==> config.mk <==
export PLATFORM = sky130hd
export DESIGN_NAME = layer_compositor_pipe
export DESIGN_NICKNAME = d
export VERILOG_FILES = /design/src/rtl/layer_compositor_pkg.sv /design/src/rtl/layer_compositor_stage.sv /design/src/rtl/layer_compositor_pipe.sv
export SDC_FILE = /design/constraint.sdc
export NUM_CORES = 2
export LEC_CHECK = 0
export CORE_MARGIN = 4
export CORE_UTILIZATION = 60
export DETAILED_ROUTE_END_ITERATION = 10
export DONT_BUFFER_PORTS = 1
export GPL_TIMING_DRIVEN = 1
export PLACE_DENSITY = 0.74
export SYNTH_ARGS = -nofsm -noshare
export SYNTH_HDL_FRONTEND = slang
export SYNTH_SLANG_ARGS = --single-unit
==> constraint.sdc <==
create_clock -name clk -period 47 [get_ports clk]
set_clock_uncertainty 0.05 [all_clocks]
set_input_delay 4.7 -clock clk [delete_from_list [all_inputs] [get_ports clk]]
set_output_delay 4.7 -clock clk [all_outputs]
set_load 0.01 [all_outputs]
==> src/rtl/layer_compositor_pkg.sv <==
// Shared constants and helpers for the layer compositor pipeline.
package layer_compositor_pkg;

  // Per-bit reset values of the frame-shadowed configuration.
  localparam logic SHADOW_EN_RST    = 1'b1;
  localparam logic SHADOW_BLEND_RST = 1'b0;
  localparam logic SHADOW_KEY_RST   = 1'b0;

  // Input register stage plus one stage per plane.
  function automatic int unsigned lat(input int unsigned planes);
    return planes + 1;
  endfunction

  // 50% mix of one channel; the 9-bit sum keeps the carry before the shift.
  function automatic logic [7:0] blend_byte(input logic [7:0] a, input logic [7:0] b);
    logic [8:0] sum;
    sum = {1'b0, a} + {1'b0, b};
    return sum[8:1];
  endfunction

endpackage

==> src/rtl/layer_compositor_stage.sv <==
// One plane of the compositor: fold plane K into the running accumulator and register.
module layer_compositor_stage
  import layer_compositor_pkg::*;
#(
  parameter int PLANES = 4,
  parameter int WIDTH  = 32,
  parameter int CW     = 32,
  parameter int IW     = 2,
  parameter int K      = 0
) (
  input  logic                     clk,
  input  logic                     reset,
  input  logic                     valid_in,
  input  logic [PLANES*WIDTH-1:0]  color_in,
  input  logic [PLANES-1:0]        plane_opq_in,
  input  logic [PLANES-1:0]        plane_blend_in,
  input  logic [WIDTH-1:0]         acc_in,
  input  logic                     accv_in,
  input  logic [IW-1:0]            idx_in,
  input  logic [CW-1:0]            count_h_in,
  input  logic [CW-1:0]            count_v_in,
  output logic                     valid_out,
  output logic [PLANES*WIDTH-1:0]  color_out,
  output logic [PLANES-1:0]        plane_opq_out,
  output logic [PLANES-1:0]        plane_blend_out,
  output logic [WIDTH-1:0]         acc_out,
  output logic                     accv_out,
  output logic [IW-1:0]            idx_out,
  output logic [CW-1:0]            count_h_out,
  output logic [CW-1:0]            count_v_out
);

  localparam int NB = WIDTH / 8;

  logic [WIDTH-1:0] color_k;
  logic [WIDTH-1:0] mixed;
  logic [WIDTH-1:0] acc_nxt;
  logic             accv_nxt;
  logic [IW-1:0]    idx_nxt;

  assign color_k = color_in[K*WIDTH +: WIDTH];

  for (genvar b = 0; b < NB; b++) begin : g_byte
    assign mixed[b*8 +: 8] = blend_byte(color_k[b*8 +: 8], acc_in[b*8 +: 8]);
  end

  always_comb begin
    acc_nxt  = acc_in;
    accv_nxt = accv_in;
    idx_nxt  = idx_in;
    if (plane_opq_in[K]) begin
      acc_nxt  = (plane_blend_in[K] && accv_in) ? mixed : color_k;
      accv_nxt = 1'b1;
      idx_nxt  = IW'(K);
    end
  end

  // Bubbles are forced to zero so idle data stays deterministic.
  always_ff @(posedge clk or posedge reset) begin
    if (reset) begin
      valid_out       <= 1'b0;
      color_out       <= '0;
      plane_opq_out   <= '0;
      plane_blend_out <= '0;
      acc_out         <= '0;
      accv_out        <= 1'b0;
      idx_out         <= '0;
      count_h_out     <= '0;
      count_v_out     <= '0;
    end else if (valid_in) begin
      valid_out       <= 1'b1;
      color_out       <= color_in;
      plane_opq_out   <= plane_opq_in;
      plane_blend_out <= plane_blend_in;
      acc_out         <= acc_nxt;
      accv_out        <= accv_nxt;
      idx_out         <= idx_nxt;
      count_h_out     <= count_h_in;
      count_v_out     <= count_v_in;
    end else begin
      valid_out       <= 1'b0;
      color_out       <= '0;
      plane_opq_out   <= '0;
      plane_blend_out <= '0;
      acc_out         <= '0;
      accv_out        <= 1'b0;
      idx_out         <= '0;
      count_h_out     <= '0;
      count_v_out     <= '0;
    end
  end

endmodule

==> src/rtl/layer_compositor_pipe.sv <==
// Pipelined multi-plane compositor with key colour, per-plane enable/blend and frame-shadowed config.
module layer_compositor_pipe
  import layer_compositor_pkg::*;
#(
  parameter int PLANES = 4,
  parameter int WIDTH  = 32,
  parameter int CW     = 32,
  parameter int IW     = (PLANES > 1) ? $clog2(PLANES) : 1
) (
  input  logic                    clk,
  input  logic                    reset,
  input  logic                    valid_in,
  input  logic [PLANES*WIDTH-1:0] color_in,
  input  logic [CW-1:0]           count_h_in,
  input  logic [CW-1:0]           count_v_in,
  input  logic [PLANES-1:0]       cfg_enable,
  input  logic [PLANES-1:0]       cfg_blend,
  input  logic [WIDTH-1:0]        cfg_key,
  output logic                    valid_out,
  output logic [WIDTH-1:0]        color_out,
  output logic [IW-1:0]           plane_out,
  output logic                    opaque_out,
  output logic [CW-1:0]           count_h_out,
  output logic [CW-1:0]           count_v_out
);

  localparam int unsigned LAT  = lat(PLANES);
  localparam int          NSTG = int'(LAT) - 1;

  logic [PLANES-1:0] sh_en, sh_blend;
  logic [WIDTH-1:0]  sh_key;
  logic              frame_start;
  logic [PLANES-1:0] eff_en, eff_blend, opq_now;
  logic [WIDTH-1:0]  eff_key;

  // The frame-start pixel already sees the incoming config, so bypass the shadow.
  assign frame_start = valid_in && (count_h_in == '0) && (count_v_in == '0);
  assign eff_en      = frame_start ? cfg_enable : sh_en;
  assign eff_blend   = frame_start ? cfg_blend  : sh_blend;
  assign eff_key     = frame_start ? cfg_key    : sh_key;

  for (genvar k = 0; k < PLANES; k++) begin : g_opq
    assign opq_now[k] = eff_en[k] && (color_in[k*WIDTH +: WIDTH] != eff_key);
  end

  always_ff @(posedge clk or posedge reset) begin
    if (reset) begin
      sh_en    <= {PLANES{SHADOW_EN_RST}};
      sh_blend <= {PLANES{SHADOW_BLEND_RST}};
      sh_key   <= {WIDTH{SHADOW_KEY_RST}};
    end else if (frame_start) begin
      sh_en    <= cfg_enable;
      sh_blend <= cfg_blend;
      sh_key   <= cfg_key;
    end
  end

  // Opacity and blend flags travel with each pixel so a mid-pipe config
  // change cannot affect pixels accepted earlier.
  logic                    in_valid;
  logic [PLANES*WIDTH-1:0] in_color;
  logic [PLANES-1:0]       in_opq, in_blend;
  logic [CW-1:0]           in_h, in_v;

  always_ff @(posedge clk or posedge reset) begin
    if (reset) begin
      in_valid <= 1'b0;
      in_color <= '0;
      in_opq   <= '0;
      in_blend <= '0;
      in_h     <= '0;
      in_v     <= '0;
    end else if (valid_in) begin
      in_valid <= 1'b1;
      in_color <= color_in;
      in_opq   <= opq_now;
      in_blend <= eff_blend;
      in_h     <= count_h_in;
      in_v     <= count_v_in;
    end else begin
      in_valid <= 1'b0;
      in_color <= '0;
      in_opq   <= '0;
      in_blend <= '0;
      in_h     <= '0;
      in_v     <= '0;
    end
  end

  logic                    valid_s [NSTG+1];
  logic [PLANES*WIDTH-1:0] color_s [NSTG+1];
  logic [PLANES-1:0]       opq_s   [NSTG+1];
  logic [PLANES-1:0]       blend_s [NSTG+1];
  logic [WIDTH-1:0]        acc_s   [NSTG+1];
  logic                    accv_s  [NSTG+1];
  logic [IW-1:0]           idx_s   [NSTG+1];
  logic [CW-1:0]           h_s     [NSTG+1];
  logic [CW-1:0]           v_s     [NSTG+1];

  assign valid_s[0] = in_valid;
  assign color_s[0] = in_color;
  assign opq_s[0]   = in_opq;
  assign blend_s[0] = in_blend;
  assign acc_s[0]   = '0;
  assign accv_s[0]  = 1'b0;
  assign idx_s[0]   = '0;
  assign h_s[0]     = in_h;
  assign v_s[0]     = in_v;

  for (genvar k = 0; k < NSTG; k++) begin : g_stage
    layer_compositor_stage #(
      .PLANES(PLANES),
      .WIDTH (WIDTH),
      .CW    (CW),
      .IW    (IW),
      .K     (k)
    ) u_stage (
      .clk            (clk),
      .reset          (reset),
      .valid_in       (valid_s[k]),
      .color_in       (color_s[k]),
      .plane_opq_in   (opq_s[k]),
      .plane_blend_in (blend_s[k]),
      .acc_in         (acc_s[k]),
      .accv_in        (accv_s[k]),
      .idx_in         (idx_s[k]),
      .count_h_in     (h_s[k]),
      .count_v_in     (v_s[k]),
      .valid_out      (valid_s[k+1]),
      .color_out      (color_s[k+1]),
      .plane_opq_out  (opq_s[k+1]),
      .plane_blend_out(blend_s[k+1]),
      .acc_out        (acc_s[k+1]),
      .accv_out       (accv_s[k+1]),
      .idx_out        (idx_s[k+1]),
      .count_h_out    (h_s[k+1]),
      .count_v_out    (v_s[k+1])
    );
  end

  assign valid_out   = valid_s[NSTG];
  assign color_out   = acc_s[NSTG];
  assign plane_out   = idx_s[NSTG];
  assign opaque_out  = accv_s[NSTG];
  assign count_h_out = h_s[NSTG];
  assign count_v_out = v_s[NSTG];

endmodule
* Word level (Yosys, flattened, before mapping)
Index checks and enable logic that the tools add are counted.
Storage, ports and cells: flip-flop bits (word level) 1046, bits of input ports 235
Cells by class: add/sub/neg operators 12, equality and inequality tests 4, muxes and demuxes 55, reductions and logical operators 11
Operators by type and width (number):
- 2-to-1 mux 32 bit | 22
- 2-to-1 mux 128 bit | 4
- != test 32 bit | 4
- adder 8 x 8 -> 9 bit | 12
- logical NOT 32 bit | 2
- 2-to-1 mux 4 bit | 10
- 2-to-1 mux 1 bit | 15
- logical AND 1 bit | 9
- 2-to-1 mux 2 bit | 4

* Longest topological paths before layout
depth after elaboration 7, mapped depth 11, gate-level depth less buffers 10

* Hierarchy
Synthesis repeated with hierarchy kept, for this count alone.
Unflattened totals: cell total of the unflattened synthesis 4009, area, all modules 48077.4 um2
Modules (own cells, without submodules):
- layer_compositor_stage (g_stage[1].u_stage ...) | times used 2, cells an instance 749, area each 9331.4 um2, sequential area each 5905.7 um2
- layer_compositor_pipe | times used 1, cells an instance 992, area each 10819.1 um2, sequential area each 6035.8 um2
- layer_compositor_stage (g_stage[0].u_stage) | times used 1, cells an instance 750, area each 9318.9 um2, sequential area each 5905.7 um2
- layer_compositor_stage (g_stage[3].u_stage) | times used 1, cells an instance 769, area each 9276.4 um2, sequential area each 5905.7 um2

* Least setup slack after synthesis
Ideal clock, no wire load.
path kind in2reg, start point in count_v_in[8], end point reg in_opq[1], setup time 126 ps, arrival time 6752 ps, data required time 46824 ps, path slack 40072 ps, stages on the path 10, path buffers 2, cells stage by stage nor4_1 -> nand4_1 -> nor3_2 -> and2_1 -> buf_4 -> buf_4 -> mux2i_1 -> nor2_1 -> or4_1 -> o311a_1
Between the ends: longest elaborated chain between the ends 6
Ends and longest elaborated chain:
- from (decl) | line layer_compositor_pipe.sv:15 | input logic [CW-1:0] count_v_in,
- logical NOT 32 bit (*) | line layer_compositor_pipe.sv:37 | assign frame_start = valid_in && (count_h_in == '0) && (count_v_in == '0);
- logical AND 1 bit (*) | line layer_compositor_pipe.sv:37
- 2-to-1 mux 32 bit
- != test 32 bit | line layer_compositor_pipe.sv:43 | assign opq_now[k] = eff_en[k] && (color_in[k*WIDTH +: WIDTH] != eff_key);
- logical AND 1 bit (*) | line layer_compositor_pipe.sv:43
- 2-to-1 mux 4 bit (*) | line layer_compositor_pipe.sv:73 | end else if (valid_in) begin
- to (signal assigned) | line layer_compositor_pipe.sv:76 | in_opq <= opq_now;
- to (decl) | line layer_compositor_pipe.sv:62 | logic [PLANES-1:0] in_opq, in_blend;
Mark *: on every way between the ends. The rest lies on a longest branch, timed or not.

* Worst setup path in the final report
start point in count_v_in[20], end point reg in_opq[1]
Same word-level chain as after synthesis.

==> out/metrics.yaml <==
yosysWarnings: 0
drt_wl_total_um: 100000
synth_nets: 3352
finalNetCount: 3245
synth-seq-cells: 840
peakVddDrop_mv: 0.0354
cts_resized: 0
grt_first_pass_wirelength_um: 149000
syn_area_per_cell_sq_um: 11.6
vias: 22296
clk_path_buf_depth: 3
synthesis.area_sq_um: 35100
drc: 0
cts_tree: "done"
io_pins: 335
min_path_cells: 1
p_leak_nw: 18.7
clockRootBuffer: "clkbuf_16"
grt_max_degree: 202
p_total_mw: 1.48
clock-sinks: 840
die_area_sq_um: 62400
port_buffers: 0
critical_path_class: "input port to register"
finalCritPeriodShare_pct: 17.8
htree_num_levels: 3
via_per_inst: 5.94
overflow: 0
timing.fmax_mhz: 120
rr_endpoint: "in_opq[2]"
dr.pass1.iters: 6
period_needed_ns: 8.34
r2r_slack_ns: 43.92
setup_tns_ns: 0
rsz0062_at_grt: "no"
drive_gt1_share_pct: 6.71
synth-edff-count: 0
hold_start: "in_color[46]"
cap_viol_max_count: 0
rr_worst_depth: 8
drt_iter0_drc: 2119
tightest_slew_ns: 1.11
cp-start-kind: "input port"
design.core.area_sq_um: 57800
ctsHoldBuffers: 0
cts_buffers: 83
grtUsageTotal_pct: 32.1
initial_core_util_pct: 60.7
grt_pass1_vias: 22950
yosys_most_used_dff: "dfrtp_1"
wl_per_cell_um: 26.7
yosysSeqAreaShare_pct: 59.9
syn_to_final_growth_pct: 8.66
syn_inst: 3021
dpl.hpwl_um: 71900
hp-class: "register to register"
p_per_area_nw_per_um2: 38.7
rows: 88
critPathRequiredTime_ns: 47.44
clk-insertion-delay-late_ns: 0.63
post-cts-setup-buffers: 0
drt.antenna.violating_nets: 0
hold_viol: 0
slew_headroom_pct: 26.3
synthArstFlopShare_pct: 100
antenna_found_initial: 25
clk_pin_slew_ns: 0.06
die_x_um: 250
crit_path_end_kind: "register"
synth_cell_type_count: 64
gp_congestion: 0.990
die_height_um: 250
min_delay_worst_endpoint: "g_stage[0].u_stage.color_out[46]"
final-setup-viol-count: 0
r2r_start: "sh_key[14]"
status: "finished clean"
worst-path-max-fanout: 50
cp.arrival_ns: 8.78
drv_slew: 0
[synth_stat cells, types with 13 or more instances]
library cell  count  area share [%]
and2_1          674              12
o211ai_1         27            0.58
buf_4            35            0.75
nand2b_1         20            0.36
clkbuf_1        161             1.7
mux2i_1          19            0.54
nor3_1           25            0.36
nand2_1         165             1.8
o221ai_1         23            0.57
nand3_1          21            0.30
ha_1             84             3.0
a22o_1           13            0.32
o21bai_1         18            0.38
dfrtp_1         836              60
nand4_1          23            0.41
xnor2_1          99             2.5
nor2_1           53            0.57
inv_1            66            0.71
o211a_1          38             1.1
and3_1           35            0.62
o22ai_1          43            0.77
xor2_1          100             2.5
a21oi_1         112             1.6
nor2b_1          30            0.53
nor4_1           39            0.69
o21ai_0          90             1.3
[critical path: stages]
cell     delay, ns
nor4_1        0.55
nand4_1       0.39
nor3_2        0.72
and2_2        0.25
buf_4         0.47
mux2i_2       0.66
xnor2_1       0.11
or4_1         0.54
o311a_1       0.34
[power breakdown]
part	internal (mW)	switching [mW]	leakage, nW
logic	0.0215	0.0342	6.02
registers	0.742	0.00861	11.3
clock network	0.393	0.278	1.38
[metrics by stage]
stage | hold slack (ns) | cells | setup slack [ns] | area (sq um) | util [%]
after floorplan | 0.302 | 3021 | 18.66 | 35100 | -
after global placement | 0.385 | 3594 | 37.96 | 35300 | 61.1
after detailed placement | 0.389 | 3594 | 37.84 | 35300 | 61.1
after CTS | 0.387 | 3745 | 38.50 | 38100 | 66.0
after global routing | 0.402 | 3745 | 37.90 | 38100 | 66.0
final | 0.389 | 3751 | 38.66 | 38100 | 66.0
[kinds of logic (layout without fill, tap and decap cells)]
kind of cell    Yosys count  in the layout  share of synthesized area (%)
flops                   840            840                           59.9
xor+xnor                199            199                           4.96
fa+ha+maj                96             96                           3.68
mux                      21             21                          0.613
buf+inv                 285            244                           3.45
simple gates           1125           1125                           18.7
other cells               0              6                              0
compound gates          455            455                           8.75
[cell type report]
| class | count | area [sq um] |
|---|---|---|
| tap | 765 | 957 |
| inverter | 73 | 282 |
| timing repair buffer | 20 | 163 |
| fill | 4134 | 19700 |
| clock inverter | 32 | 413 |
| antenna | 6 | 15.0 |
| sequential | 840 | 21000 |
| multi-input combinational | 1896 | 12900 |
| clock buffer | 119 | 2400 |
[worst max path at each step]
| stage | startpoint | end | slack, ns |
|---|---|---|---|
| finish | count_v_in[20] | in_opq[1] | 38.66 |
| global route | reset | g_stage[0].u_stage.valid_out | 37.90 |
| CTS | reset | g_stage[0].u_stage.valid_out | 38.50 |
| detailed placement | reset | g_stage[0].u_stage.valid_out | 37.84 |
| global placement | reset | g_stage[0].u_stage.valid_out | 37.96 |
| floorplan | reset | g_stage[0].u_stage.acc_out[0] | 18.66 |
[state kept, by name (all words and copies together), names as in the netlist, 6 cells and up]
name,flops
in_h,32
g_stage.u_stage.color_out,192
g_stage.u_stage.count_h_out,128
g_stage.u_stage.plane_opq_out,7
in_color,128
g_stage.u_stage.count_v_out,128
g_stage.u_stage.plane_blend_out,6
sh_key,32
in_v,32
g_stage.u_stage.acc_out,128
[metal layers]
layer	GRT usage, %	part of all wire, %
met2	50.6	46
met1	43.1	41
met4	9.96	3.4
met3	10.5	9.4
met5	0	0.069
[placed cells by master, fill, tap and decap left out, types with 11 or more instances in the layout]
cell type  synthesis  final
nor3_1            25     25
clkbuf_1         161     18
a21oi_1          112    112
inv_1             66     65
o221ai_1          23     23
a31o_2            12     12
xnor2_1           99     99
mux2i_1           19     19
xor2_1           100    100
nand2b_1          20     20
or4b_2            11     11
a22o_1            13     13
o21bai_1          18     18
nand3_1           21     21
nor4_1            39     39
clkbuf_8           0     17
dfrtp_1          836    829
o211a_1           38     38
nor2b_1           30     30
ha_1              84     84
nand2_1          165    165
o21a_1            11     11
nand4_1           23     23
clkinv_2           0     12
clkbuf_16          0     84
and3_1            35     35
a41oi_1           11     11
nor2_1            53     53
a21o_1            12     12
buf_4             35     19
o211ai_1          27     27
and2_1           674    673
o21ai_0           90     90
o22ai_1           43     43
fa_1              12     12
No activity file was read; power rests on OpenSTA's default activity.
